## src/rtl/pc_gen.sv

```systemverilog
// Fetch PC generator: prioritised redirect/prediction mux feeding a registered fetch PC.
// Optional return-address stack compiled in with macro PC_GEN_RAS_EN (default build: no RAS).
module pc_gen #(
  parameter int                     PC_WIDTH  = 32,
  parameter logic [PC_WIDTH-1:0]    RESET_PC  = 32'h8000_0000,
  parameter int                     RAS_DEPTH = 4
) (
  input  logic                          clk,
  input  logic                          rst_n,
  input  logic                          DD_trap_i,
  input  logic [PC_WIDTH-1:0]           DD_trap_target_i,
  input  logic                          DD_mret_i,
  input  logic [PC_WIDTH-1:0]           DD_mret_target_i,
  input  logic                          DD_mispred_i,
  input  logic                          DD_jalr_i,
  input  logic [PC_WIDTH-1:0]           DD_jmp_i,
  input  logic                          F_ready_i,
  input  logic                          F_pred_taken_i,
  input  logic [PC_WIDTH-1:0]           F_pred_target_i,
  input  logic                          F_is_call_i,
  input  logic                          F_is_ret_i,
  output logic [PC_WIDTH-1:0]           F_PC_o,
  output logic                          F_valid_o,
  output logic [$clog2(RAS_DEPTH):0]    F_ras_count_o
);

  localparam int CW = $clog2(RAS_DEPTH) + 1;

  logic [PC_WIDTH-1:0] pc_q, pc_d;
  logic                valid_q, valid_d;
  logic [PC_WIDTH-1:0] pc_plus4;
  logic                accept;
  logic                redirect;
  logic                ras_hit;
  logic [PC_WIDTH-1:0] ras_top;
  logic [CW-1:0]       ras_count;

  assign accept   = valid_q & F_ready_i;
  assign redirect = DD_trap_i | DD_mret_i | DD_mispred_i | DD_jalr_i;
  assign pc_plus4 = pc_q + PC_WIDTH'(4);

`ifdef PC_GEN_RAS_EN
  localparam int PW = $clog2(RAS_DEPTH);

  logic [PC_WIDTH-1:0] ras_q [RAS_DEPTH];
  logic [PW-1:0]       top_q, top_d;
  logic [CW-1:0]       cnt_q, cnt_d;
  logic                wr_en;
  logic [PW-1:0]       wr_idx;
  logic                ras_nonempty;
  logic                do_call;
  logic                do_ret;

  assign ras_nonempty = (cnt_q != '0);
  assign ras_top      = ras_q[top_q];
  assign ras_hit      = F_is_ret_i & ras_nonempty;
  assign do_call      = accept & ~redirect & F_is_call_i;
  assign do_ret       = accept & ~redirect & F_is_ret_i & ras_nonempty;

  // top_q always points at the newest entry; a push into a full stack wraps onto the oldest
  always_comb begin
    top_d  = top_q;
    cnt_d  = cnt_q;
    wr_en  = 1'b0;
    wr_idx = top_q;
    if (valid_q && DD_trap_i) begin
      cnt_d = '0;
    end else if (do_ret && do_call) begin
      wr_en = 1'b1;
    end else if (do_ret) begin
      top_d = top_q - PW'(1);
      cnt_d = cnt_q - CW'(1);
    end else if (do_call) begin
      top_d  = top_q + PW'(1);
      wr_idx = top_q + PW'(1);
      wr_en  = 1'b1;
      if (cnt_q != CW'(RAS_DEPTH)) begin
        cnt_d = cnt_q + CW'(1);
      end
    end
  end

  always_ff @(posedge clk or negedge rst_n) begin
    if (!rst_n) begin
      top_q <= '0;
      cnt_q <= '0;
    end else begin
      top_q <= top_d;
      cnt_q <= cnt_d;
    end
  end

  // Entry contents are meaningless while the count says empty, so they carry no reset
  always_ff @(posedge clk) begin
    if (wr_en && rst_n) begin
      ras_q[wr_idx] <= pc_plus4;
    end
  end

  assign ras_count = cnt_q;
`else
  logic unused_ras_hints;

  assign unused_ras_hints = F_is_call_i ^ F_is_ret_i;
  assign ras_hit          = 1'b0;
  assign ras_top          = '0;
  assign ras_count        = '0;
`endif

  // The first edge after reset only raises valid; the reset PC is fetched before any redirect
  always_comb begin
    valid_d = 1'b1;
    pc_d    = pc_q;
    if (valid_q) begin
      if (DD_trap_i) begin
        pc_d = DD_trap_target_i;
      end else if (DD_mret_i) begin
        pc_d = DD_mret_target_i;
      end else if (DD_mispred_i || DD_jalr_i) begin
        pc_d = DD_jmp_i;
      end else if (accept && ras_hit) begin
        pc_d = ras_top;
      end else if (accept && F_pred_taken_i) begin
        pc_d = F_pred_target_i;
      end else if (accept) begin
        pc_d = pc_plus4;
      end
    end
  end

  always_ff @(posedge clk or negedge rst_n) begin
    if (!rst_n) begin
      pc_q    <= RESET_PC;
      valid_q <= 1'b0;
    end else begin
      pc_q    <= pc_d;
      valid_q <= valid_d;
    end
  end

  assign F_PC_o        = pc_q;
  assign F_valid_o     = valid_q;
  assign F_ras_count_o = ras_count;

endmodule

```

## config.mk

```make
export PLATFORM = sky130hd
export DESIGN_NAME = pc_gen
export DESIGN_NICKNAME = d
export VERILOG_FILES = /design/src/rtl/pc_gen.sv
export SDC_FILE = /design/constraint.sdc
export NUM_CORES = 1
export LEC_CHECK = 0
export CORE_AREA = 5 5 90 101
export CTS_CLUSTER_SIZE = 30
export DETAILED_ROUTE_END_ITERATION = 10
export DIE_AREA = 0 0 95 106
export PLACE_DENSITY_LB_ADDON = 0.05
export SETUP_SLACK_MARGIN = 0.1
export SLEW_MARGIN = 25
export SYNTH_ARGS = -nofsm -noshare
export SYNTH_HDL_FRONTEND = slang
export SYNTH_SLANG_ARGS = --single-unit
```

## constraint.sdc

```tcl
create_clock -name clk -period 2.5 [get_ports clk]
set_input_delay 0.25 -clock clk [delete_from_list [all_inputs] [get_ports clk]]
set_output_delay 0.25 -clock clk [all_outputs]
set_load 0.02 [all_outputs]
```

==> impl_results.md <==
* FILL cells at 752
* Final hold violation count at 0
* CTS H-tree depth at 2
* Gr usage total at 25.9%
* Status: finished, final reports clean
* Commonest non-fill, non-tap cell in the layout: clkdlybuf4s50_1
* Worst R2R End: F_PC_o[31]$_DFFE_PN1P_
* Register area share after synthesis at 27.6%
* Required time at the endpoint of the critical path at 2.72 ns
* Top-area cell type share of the netlist area at 26.7%
* Core ar. at 0.00806 mm²
* Tightest Pin Transition at 0.830 ns
* Vias in the first global route at 4,003
* Post-placement cell area at 0.00494 mm²
* Final period util at 86.8%
* Row cnt at 35
* Yosys reg bits at 33
* Avg Cell Area, Syn at 7.68 µm²
* Worst setup EP type: register
* Net Sw Frac at 35.9%
* Nature of the critical path startpoint: register
* Post-CTS Setup Inserts at 0
* Max-slew violations at 0
* Die height at 106 µm
* Most Crowded Layer GR: met2
* Worst skew pair latency at 0.29 ns
* Clk network pwr share at 22.5%
* CP arrival at 2.39 ns
* Fin area at 0.00504 mm²
* Sum Neg Setup Slack at 0 ns
* Pwr dens at 414 mW/mm²
* Sequential power share at 34.8%
* RSZ-0062 raised after global routing: no
* GRT Residual Overflow at 0
* Layout cell share with drive strength beyond 1 at 9.73%
* Die area at 0.0101 mm²
* DRC errors left at 0
* Clk slew on worst S/H paths at 0.08 ns
* Synth Cell Area at 0.00300 mm²
* Gate Count Post-Synth at 391
* First-pass GRT wire length at 20,600 µm
* Drt first pass iters at 5
* Max-slew headroom at the worst pin at 44.7%
* M2 GR Usage at 42.6%
* Post_cts resized at 0
* CTS buffer count at 5
* Worst reg-to-reg setup slack at 0.33 ns
* P&R area growth vs syn at 67.9%
* Final ANT Viol Nets at 0
* Hold buffers post-CTS at 0
* Switching Power at 749 µW
* Mean number of vias per cell at 5.94
* Synth async-reset ratio at 100%
* Worst Path Class, Setup: reg -> reg
* Ports at 174
* DR WL/cell at 19.6 µm
* Tot Pwr at 2.08 mW
* Die X at 95 µm
* Initial antenna violation count at 0
* Yosys warnings at 0
* Initial Utilization at 37.3%
* VDD IR max at 0.000242 V
* Int Pwr at 1.34 mW
* Yosys top cell by area: dfrtp_1
* P_leak at 1.89 nW
* Clock skew at 0.00538 ns
* Count of cell types in the netlist at 64
* Initial drt markers at 282
* Clock tree from TritonCTS: built
* Clk root buf: clkbuf_8
* Number of diodes at 0
* Clk sinks at 33
* Comb power frac at 42.8%
* Layout Nets at 703
* Cells on worst reg2reg path at 5
* Min-Delay Path Class: in -> async
* Gpl congestion at 0.884
* Met3 Use GR at 5.66%
* Post-synth EDFFs at 0
* Met1 Usage GRT at 34.1%
* IO buf count at 168
* Worst reg2reg startpoint: F_PC_o[2]$_DFFE_PN0P_
* Multi-input gate area in the final layout at 0.00202 mm²
* Wirelength, routed at 13,300 µm
* Via Count at 4,018
* Largest net degree at the start of global routing at 34
* Hold_ws at 0.0557 ns
* Maxcap violations at 0
* Commonest non-fill, non-tap cells in the layout: 167 x clkdlybuf4s50_1, 33 x nand2_1, 32 x dfrtp_1
* Crit path time final at 2.17 ns
* Top cells by area, synth: dfrtp_1 27%, o21ai_0 4.5%, nand2_1 4.1%, a21oi_1 4.0%, a221oi_1 3.8%
* F_max at 0.461 GHz
* Crit Path Max Fanout at 7
* Final setup violating endpoints at 0
* Sequential Area at 827 µm²
* HPWL Detailed at 10,200 µm
* CTS Buffer Depth at 2
* Main flop type after synthesis: dfrtp_1
[metal layers]
metal | vias up | part of all wire, %
li1 | 1889 | -
met4 | 0 | 1.2
met5 | - | 0
met3 | 12 | 9.9
met1 | 1899 | 41
met2 | 218 | 48
[state kept, by name, indices dropped and copies added (netlist names)]
name       count
F_PC_o        32
F_valid_o      1
[logic make-up after synthesis]
group	synth area share, %
adders and majority gates	0.417
AOI/OAI and AO/OA	36.8
DFF	27.6
xor gates and xnor gates	3.21
other	0.250
buffers and inverters	5.92
and+or+nand+nor	25.1
muxes	0.709
[worst max path at each step]
stage | end | start | slack [ns]
floorplan | F_PC_o[21]$_DFFE_PN0P_ | F_PC_o[4]$_DFFE_PN0P_ | 0.38
detailed placement | F_PC_o[12]$_DFFE_PN0P_ | DD_jalr_i | 0.19
finish | F_PC_o[31]$_DFFE_PN1P_ | F_PC_o[2]$_DFFE_PN0P_ | 0.33
CTS | F_PC_o[31]$_DFFE_PN1P_ | F_PC_o[2]$_DFFE_PN0P_ | 0.32
global placement | F_PC_o[12]$_DFFE_PN0P_ | DD_jalr_i | 0.23
global route | F_PC_o[22]$_DFFE_PN0P_ | F_PC_o[2]$_DFFE_PN0P_ | 0.20
[power by group through the flow]
stage | clock [mW] | sequential, mW | combinational, mW
after floorplan | 0 | 0.795 | 0.304
after global placement | 0 | 0.729 | 0.878
after detailed placement | 0 | 0.733 | 0.887
after CTS | 0.477 | 0.722 | 0.891
after global routing | 0.496 | 0.738 | 0.959
final | 0.469 | 0.724 | 0.891
[cell type report]
type	count	area share, %
clock inverters	1	0.0993
repair buffers	199	38.1
multi-input cells	317	40.1
well taps	111	2.76
flip-flops and latches	33	16.4
inverters	8	0.596
clock buffers	7	1.91
[cell usage after synthesis (all sizes together) (12+ instances only)]
cell and count:
nand2 33, dfrtp 32, o21ai 28, nor2 27, clkbuf 26, a21oi 24, nand3 23, o22ai 14
o31ai 14, a221oi 13, nor3 12
[per-stage QoR]
stage	instances	util, %	setup slack, ns
6_report	676	62.5	0.330
5_1_grt	676	62.5	0.203
4_1_cts	676	62.5	0.324
3_5_place_dp	668	61.3	0.189
3_3_place_gp	668	61.3	0.228
2_1_floorplan	393	-	0.380
[worst max-delay path, cell delays in order, from the launching register on]
cell,delay (ns)
dfrtp_1,0.45
nand2_1,0.21
or4_4,0.62
nor4_2,0.40
o31ai_1,0.11
a221o_1,0.30
Note: power is estimated with default switching activity, not from simulation.
